[src/rtl/adc_frame_aligner.sv]
// FCO-locked frame aligner and deserializer for DDR ADC lanes.
// Define ADC_FRAME_ALIGN_ERRCNT_EN to implement the err_count register.
module adc_frame_aligner #(
  parameter int LANES      = 8,
  parameter int FRAME_BITS = 16,
  parameter int MISS_LIMIT = 3
) (
  input  logic                        dco_clk,
  input  logic                        rst_n,
  input  logic [LANES-1:0]            rise_bits,
  input  logic [LANES-1:0]            fall_bits,
  input  logic                        fco_rise,
  input  logic                        fco_fall,
  input  logic [7:0]                  lock_n,
  input  logic                        realign,
  output logic [LANES*FRAME_BITS-1:0] frame_data,
  output logic                        frame_valid,
  output logic                        locked,
  output logic                        bit_odd,
  output logic                        align_pulse,
  output logic                        err_pulse,
  output logic [15:0]                 err_count
);

  localparam int HALF = FRAME_BITS / 2;
  localparam int PW = (HALF > 1) ? $clog2(HALF) : 1;
  localparam int MW = (MISS_LIMIT > 1) ? $clog2(MISS_LIMIT + 1) : 1;
  localparam logic [FRAME_BITS-1:0] FCO_PAT =
    {{HALF{1'b1}}, {HALF{1'b0}}};
  localparam logic [PW-1:0] PH_LAST = PW'(HALF - 1);
  localparam logic [MW-1:0] MISS_LAST = MW'(MISS_LIMIT - 1);

  typedef enum logic [1:0] {
    SEARCH = 2'd0,
    VERIFY = 2'd1,
    LOCKED = 2'd2
  } state_t;

  state_t state, state_nx;

  logic [FRAME_BITS:0]            fco_hist;
  logic [LANES-1:0][FRAME_BITS:0] lane_hist;
  logic [LANES*FRAME_BITS-1:0]    sel_data;
  logic [FRAME_BITS-1:0]          fco_win;

  logic [PW-1:0] phase, phase_nx;
  logic [7:0]    good_cnt, good_nx;
  logic [MW-1:0] miss_cnt, miss_nx;
  logic [7:0]    lock_eff;
  logic          odd_nx;
  logic          even_hit, odd_hit, fco_ok, eval;
  logic          emit, err, align;

  always_ff @(posedge dco_clk or negedge rst_n) begin
    if (!rst_n) begin
      fco_hist  <= '0;
      lane_hist <= '0;
    end else begin
      fco_hist <= {fco_hist[FRAME_BITS-2:0], fco_rise, fco_fall};
      for (int l = 0; l < LANES; l++)
        lane_hist[l] <= {lane_hist[l][FRAME_BITS-2:0],
                         rise_bits[l], fall_bits[l]};
    end
  end

  // Odd alignment drops the newest bit, taking the window one bit older.
  always_comb begin
    sel_data = '0;
    for (int l = 0; l < LANES; l++)
      sel_data[l*FRAME_BITS +: FRAME_BITS] = bit_odd ?
        lane_hist[l][FRAME_BITS:1] : lane_hist[l][FRAME_BITS-1:0];
  end

  assign fco_win  = bit_odd ? fco_hist[FRAME_BITS:1]
                            : fco_hist[FRAME_BITS-1:0];
  assign even_hit = (fco_hist[FRAME_BITS-1:0] == FCO_PAT);
  assign odd_hit  = (fco_hist[FRAME_BITS:1] == FCO_PAT);
  assign fco_ok   = (fco_win == FCO_PAT);
  assign eval     = (phase == PH_LAST);
  assign lock_eff = (lock_n == 8'd0) ? 8'd1 : lock_n;
  assign locked   = (state == LOCKED);

  always_comb begin
    state_nx = state;
    phase_nx = eval ? '0 : phase + 1'b1;
    good_nx  = good_cnt;
    miss_nx  = miss_cnt;
    odd_nx   = bit_odd;
    emit     = 1'b0;
    err      = 1'b0;
    align    = 1'b0;
    if (realign) begin
      state_nx = SEARCH;
      phase_nx = '0;
      good_nx  = '0;
      miss_nx  = '0;
    end else begin
      unique case (state)
        SEARCH: begin
          phase_nx = '0;
          if (even_hit || odd_hit) begin
            odd_nx   = !even_hit;
            state_nx = VERIFY;
            good_nx  = '0;
            miss_nx  = '0;
          end
        end
        VERIFY: begin
          if (eval) begin
            if (!fco_ok) begin
              state_nx = SEARCH;
            end else if (good_cnt >= lock_eff) begin
              state_nx = LOCKED;
              align    = 1'b1;
              miss_nx  = '0;
            end else begin
              good_nx = good_cnt + 8'd1;
            end
          end
        end
        LOCKED: begin
          if (eval) begin
            if (fco_ok) begin
              miss_nx = '0;
              emit    = 1'b1;
            end else begin
              err = 1'b1;
              if (miss_cnt >= MISS_LAST) begin
                state_nx = SEARCH;
                miss_nx  = '0;
              end else begin
                miss_nx = miss_cnt + 1'b1;
                emit    = 1'b1;
              end
            end
          end
        end
        default: state_nx = SEARCH;
      endcase
    end
  end

  always_ff @(posedge dco_clk or negedge rst_n) begin
    if (!rst_n) begin
      state       <= SEARCH;
      phase       <= '0;
      good_cnt    <= '0;
      miss_cnt    <= '0;
      bit_odd     <= 1'b0;
      frame_valid <= 1'b0;
      align_pulse <= 1'b0;
      err_pulse   <= 1'b0;
      frame_data  <= '0;
    end else begin
      state       <= state_nx;
      phase       <= phase_nx;
      good_cnt    <= good_nx;
      miss_cnt    <= miss_nx;
      bit_odd     <= odd_nx;
      frame_valid <= emit;
      align_pulse <= align;
      err_pulse   <= err;
      if (emit)
        frame_data <= sel_data;
    end
  end

`ifdef ADC_FRAME_ALIGN_ERRCNT_EN
  logic [15:0] err_q;

  always_ff @(posedge dco_clk or negedge rst_n) begin
    if (!rst_n)
      err_q <= '0;
    else if (err && (err_q != 16'hFFFF))
      err_q <= err_q + 16'd1;
  end

  assign err_count = err_q;
`else
  assign err_count = '0;
`endif

endmodule

[config.mk]
export PLATFORM = sky130hd
export DESIGN_NAME = adc_frame_aligner
export DESIGN_NICKNAME = d
export VERILOG_FILES = /design/src/rtl/adc_frame_aligner.sv
export SDC_FILE = /design/constraint.sdc
export NUM_CORES = 1
export LEC_CHECK = 0
export ABC_AREA = 1
export CORE_MARGIN = 2
export CORE_UTILIZATION = 35
export DETAILED_ROUTE_END_ITERATION = 10
export HOLD_SLACK_MARGIN = 0.08
export PLACE_DENSITY = 0.55
export SYNTH_ARGS = -nofsm -noshare
export SYNTH_HDL_FRONTEND = slang
export SYNTH_SLANG_ARGS = --single-unit
export TNS_END_PERCENT = 10
[constraint.sdc]
create_clock -name dco_clk -period 1.95 [get_ports dco_clk]
set_clock_uncertainty 0.05 [all_clocks]
set_input_delay 0.2925 -clock dco_clk [delete_from_list [all_inputs] [get_ports dco_clk]]
set_output_delay 0.2925 -clock dco_clk [all_outputs]
set_load 0.01 [all_outputs]
# Word level (Yosys, flattened, before mapping)
# Index checks and enable logic that the tools add are counted.
dict set report totals {
  reg_bits 300
  in_bits 29
  elab_cells 100
}
dict set report op_classes {
  n_addsub 3
  magnitude_cmp 2
  n_eq_ne 15
  n_mux 51
  n_bitwise 1
  reduce_logical 10
}
# op n
set op_table {}
lappend op_table {{two-way mux 16 bit} 9}
lappend op_table {{== test 16 bit (second input constant)} 3}
lappend op_table {{two-way mux 8 bit} 6}
lappend op_table {{two-way mux 2 bit} 16}
lappend op_table {{inequality test 3 bit (second input constant)} 6}
lappend op_table {{case mux 8 bit (2 select lines)} 1}
lappend op_table {{two-way mux 1 bit} 14}
lappend op_table {{case mux 2 bit (3 select lines)} 2}
lappend op_table {{AND reduction 6 bit} 2}
lappend op_table {{two-way mux 3 bit} 3}
lappend op_table {{adder 8 x 1 -> 8 bit (second input constant)} 1}
lappend op_table {{>= comparator 8 bit} 1}
lappend op_table {{zero test 8 bit} 1}
lappend op_table {{inequality test 3 x 2 -> 1 bit (second input constant)} 2}
lappend op_table {{AND reduction 5 bit} 1}
lappend op_table {{inequality test 4 bit (second input constant)} 1}
lappend op_table {{nonzero test 4 bit} 1}
lappend op_table {{adder 3 x 1 -> 3 bit (second input constant)} 1}
lappend op_table {{== test 3 bit (second input constant)} 1}
lappend op_table {{AND reduction 3 bit} 1}
lappend op_table {{nonzero test 3 bit} 1}
lappend op_table {{adder 2 x 1 -> 2 bit (second input constant)} 1}
lappend op_table {{== test 2 x 1 -> 1 bit (second input constant)} 1}
lappend op_table {{== test 2 bit (second input constant)} 1}
lappend op_table {{other kinds (5)} 5}

# Longest topological paths before layout
dict set report depth {
  ltp_word 8
  depth_mapped 15
}

# Worst setup path after synthesis
# No wires, ideal clock.
dict set report synth_path {
  path_kind {input port to flip-flop}
  startpoint {in lock_n[1]}
  endpoint {reg good_cnt[0]}
  setup_ps 66
  arrival_ps 1822
  required_ps 1834
  slack_ps 13
  cell_stages 14
  path_buffers 0
  cell_sequence {nor4_1 > a41o_1 > ha_1 > nand2_1 > nor2_1 > nor2_1 > nand2_1 > nand2_1 > nand2_1 > nand2_1 > nand2_1 > nor2_1 > nand2_1 > nand2_1}
}
dict set report synth_between {
  elab_chain_cells 5
}
# item line
set synth_rtl {}
lappend synth_rtl {{start: declaration} 14} ;# input logic [7:0] lock_n,
lappend synth_rtl {{zero test 8 bit} 80} ;# assign lock_eff = (lock_n == 8'd0) ? 8'd1 : lock_n;
lappend synth_rtl {{two-way mux 8 bit *} 80}
lappend synth_rtl {{>= comparator 8 bit *} 112} ;# end else if (good_cnt >= lock_eff) begin
lappend synth_rtl {{inequality test 3 bit (no line) *} -}
lappend synth_rtl {{AND reduction 5 bit (no line) *} -}
lappend synth_rtl {{end signal: assignment} 157} ;# good_cnt <= good_nx;
lappend synth_rtl {{end: declaration} 47} ;# logic [7:0] good_cnt, good_nx;
# Every way passes the cells marked *; elsewhere a longest branch is shown, timed or not.
# A chain may end at the register's enable or synchronous reset.

# Worst setup path after layout
dict set report layout_path {
  startpoint {reg bit_odd}
  endpoint {reg frame_data[31]}
}
dict set report layout_between {
  elab_chain_cells 6
  elab_cells_between_ends 7
}
# item line
set layout_rtl {}
lappend layout_rtl {{start: declaration} 19} ;# output logic bit_odd,
lappend layout_rtl {{start signal: assignment} 159} ;# bit_odd <= odd_nx;
lappend layout_rtl {{two-way mux 16 bit} 74} ;# assign fco_win = bit_odd ? fco_hist[FRAME_BITS:1]
lappend layout_rtl {{== test 16 bit} 78} ;# assign fco_ok = (fco_win == FCO_PAT);
lappend layout_rtl {{two-way mux 1 bit} 123} ;# if (fco_ok) begin
lappend layout_rtl {{two-way mux 1 bit} 122} ;# if (eval) begin
lappend layout_rtl {{two-way mux 1 bit} 98} ;# unique case (state)
lappend layout_rtl {{two-way mux 1 bit} 92} ;# if (realign) begin
lappend layout_rtl {{end signal: assignment} 164} ;# frame_data <= sel_data;
lappend layout_rtl {{end: declaration} 16} ;# output logic [LANES*FRAME_BITS-1:0] frame_data,
# Several ways; a longest one is shown, not always the timed one.

==> impl_metrics.toml <==
[run_status]
status = "finished, violations left"
violations = "setup timing"

[timing]
maxSlewViolCount = 0
final_hold_viol_count = 0
setup_viol = 103
tns_ns = -1.85
slew_headroom = 0.574
worst_pin_slew_ns = 0.639
timing.final.ws_setup_ns = -0.0547
rsz0062_at_grt = "yes"
fin_crit_sh = 1.03
finalCriticalPeriod_ns = 2.00
fmax_mhz = 499

[layout]
area_growth_pct = 31.0
n_antenna_cell = 0
drive_gt1_frac = 0.103
nets = 1674
stdcell_area_um2 = 16200
instances_no_fill = 2110

[route]
drt_iter0_drc = 398
wl_per_cell_um = 14.2
wirelength_um = 29900
drc = 0
vias = 9644
dr.pass1.iters = 4
ant_nets = 0
avgViaCountPerCell = 4.57

[synthesis]
synth_seq_cells = 300
yosysUniqueCellTypes = 29
yosysWarnings = 0
syn_area_um2 = 12400
syn_avg_cell_area_um2 = 8.54
synthCells = 1447
seq_area_frac_synth = 0.607

[critical_path]
cp.depth = 12
path_buf_inv = 3
critPathCaptureType = "flip-flop"
ff2ff_path_depth = 12
cp_cell_sequence = "buf_6, nand2_4, nand2_2, nor2_4, nand3_2, nand2_2, nand2_4, nor2_4, clkbuf_16, buf_16, nand2_1, nand2_1"
crit_end = "frame_data[31]"
crit_path_max_incr_delay_ns = 0.51
criticalPathCategory = "flip-flop to flip-flop"
cpLargestDelayFamily = "simple AND/OR/NAND/NOR gates"
startpoint_type = "flip-flop"
cp.arrival_ns = 2.39
startpoint = "bit_odd"
worstPathMaxFanout = 8
reg2reg_to = "frame_data[31]"
slowest_stage = "dfrtp_4"
r2r_slack_ns = -0.05
r2r_start = "bit_odd"
critical_path_required_ns = 2.34

[global_route]
globalRouteTotalUtil = 0.160
grt_pass1_wl_um = 48300
grt_pass1_vias = 9520
overflow = 0
grt_max_degree = 80
antenna_found_initial = 0

[floorplan]
die_w_um = 192
coreArea_um2 = 34600
ioPinCount = 178
start_util = 0.357
die-area_um2 = 36800
rows = 68
die_h_um = 192

[clock_network]
cts_buffers = 35
clkLatencyLatePin_ns = 0.50
cts_tree = "yes"
cts_root_buf = "clkbuf_16"
numClockSinks = 300
clockBufferDepth = 3
cts_max_level = 2
cts.clk_slew.worst_paths_ns = 0.06

[worst_hold_path]
hold_class = "input pin to flip-flop"

[place]
dp_cells = 2034
hpwl_um = 18700
post-place-ws_ns = -0.452
port_buffers = 161
placed_cell_area_um2 = 14600
place_congestion = 0.812

[pwr]
peakVddDrop_mv = 0.515
p_leak_nw = 8.53
power_density_nw_per_um2 = 816

[run]
maxCapViolCount = 0
Yosys cell counts, drive strengths merged:
cell type,count,area (um^2)
nand4,4,25.0
conb,1,3.75
nor2,51,201
nor4,2,12.5
clkbuf,42,158
ha,11,138
o21ai,135,676
nor3,5,25.0
nand2,779,2930
a41o,1,10.0
and3,1,6.26
inv,44,168
xor2,1,8.76
dfrtp,300,7510
nand3,12,65.1
or2,1,6.26
buf,49,375
nor3b,1,7.51
a21oi,7,35.0
worst reg2reg max path, stage by stage (launching register included):
cell and delay, ns:
dfrtp_4 0.51, buf_6 0.14, nand2_4 0.06, nand2_2 0.06
nor2_4 0.12, nand3_2 0.10, nand2_2 0.11, nand2_4 0.10
nor2_4 0.20, clkbuf_16 0.21, buf_16 0.16, nand2_1 0.07
nand2_1 0.07
through the flow:
step	util	total power [mW]	hold slack (ns)
finish	0.468	13.2	0.170
global route	0.468	13.8	0.158
CTS	0.453	13.4	0.146
detailed placement	0.421	7.28	0.163
global placement	0.421	7.27	0.164
floorplan	-	6.97	-0.0531
cells in the final DEF (no fill, tap or decap), types with 13 or more instances in the layout:
master | Yosys | routed
clkbuf_1 | 42 | 13
buf_4 | 18 | 34
conb_1 | 1 | 16
nand2_2 | 3 | 37
dfrtp_1 | 300 | 299
nor2_1 | 49 | 46
nand2_1 | 776 | 730
o21ai_0 | 112 | 108
o21ai_1 | 23 | 27
clkdlybuf4s50_1 | 0 | 155
clkbuf_16 | 0 | 45
inv_1 | 42 | 41
report_power, final:
part	switching (mW)	internal (mW)	leakage [nW]
logic	0.436	0.231	4.19
clock network	2.45	3.58	0.510
registers	0.125	6.39	3.83
state kept, by name (all words and copies together) (netlist names):
| signal | cells |
|---|---|
| frame_data | 128 |
| frame_valid | 1 |
| miss_cnt | 2 |
| err_pulse | 1 |
| phase | 3 |
| fco_hist | 17 |
| state | 2 |
| good_cnt | 8 |
| align_pulse | 1 |
| bit_odd | 1 |
| lane_hist | 136 |
repair_timing:
item,4_1_cts,5_1_grt
gates resized for setup,9,75
hold buffers,1,0
pin swaps,2,8
endpoints found under the hold margin,266,0
gates cloned,0,11
buffers inserted,3,3
endpoints found under the setup margin,32,142
final cells by class:
type	instances	area, um^2
tap	455	569
clock buffer	54	1020
multi-input combinational	1027	4400
sequential	300	7510
inverter	44	170
fill	3369	18400
clock inverter	4	37.5
timing repair buffer	226	2490
per-layer routing:
layer	up-vias	track usage	wire [um]
li1	4832	-	-
met3	49	0.0323	1310
met4	0	0.0518	778
met1	4580	0.220	14100
met2	183	0.255	13700
met5	-	0	0
worst min-delay path by stage:
stage,slack (ns),end,from,cells past startpoint
6_report,0.17,lane_hist[69],rise_bits[4],1
5_1_grt,0.16,lane_hist[69],rise_bits[4],1
4_1_cts,0.15,lane_hist[69],rise_bits[4],1
3_5_place_dp,0.16,lane_hist[102],rst_n,1
3_3_place_gp,0.16,lane_hist[102],rst_n,1
2_1_floorplan,-0.05,align_pulse,rst_n,0
cell families (layout without fill, tap and decap cells):
family                     Yosys count  count (layout)  share of synthesized area
AOI/OAI and AO/OA                  143             143                     0.0583
xor gates and xnor gates             1               1                   0.000709
adders and majority gates           11              11                     0.0111
buffers and inverters              135             328                     0.0567
DFF                                300             300                      0.607
other                                1              16                   0.000303
and+or+nand+nor                    856             856                      0.265
(Power assumes the default switching activity.)
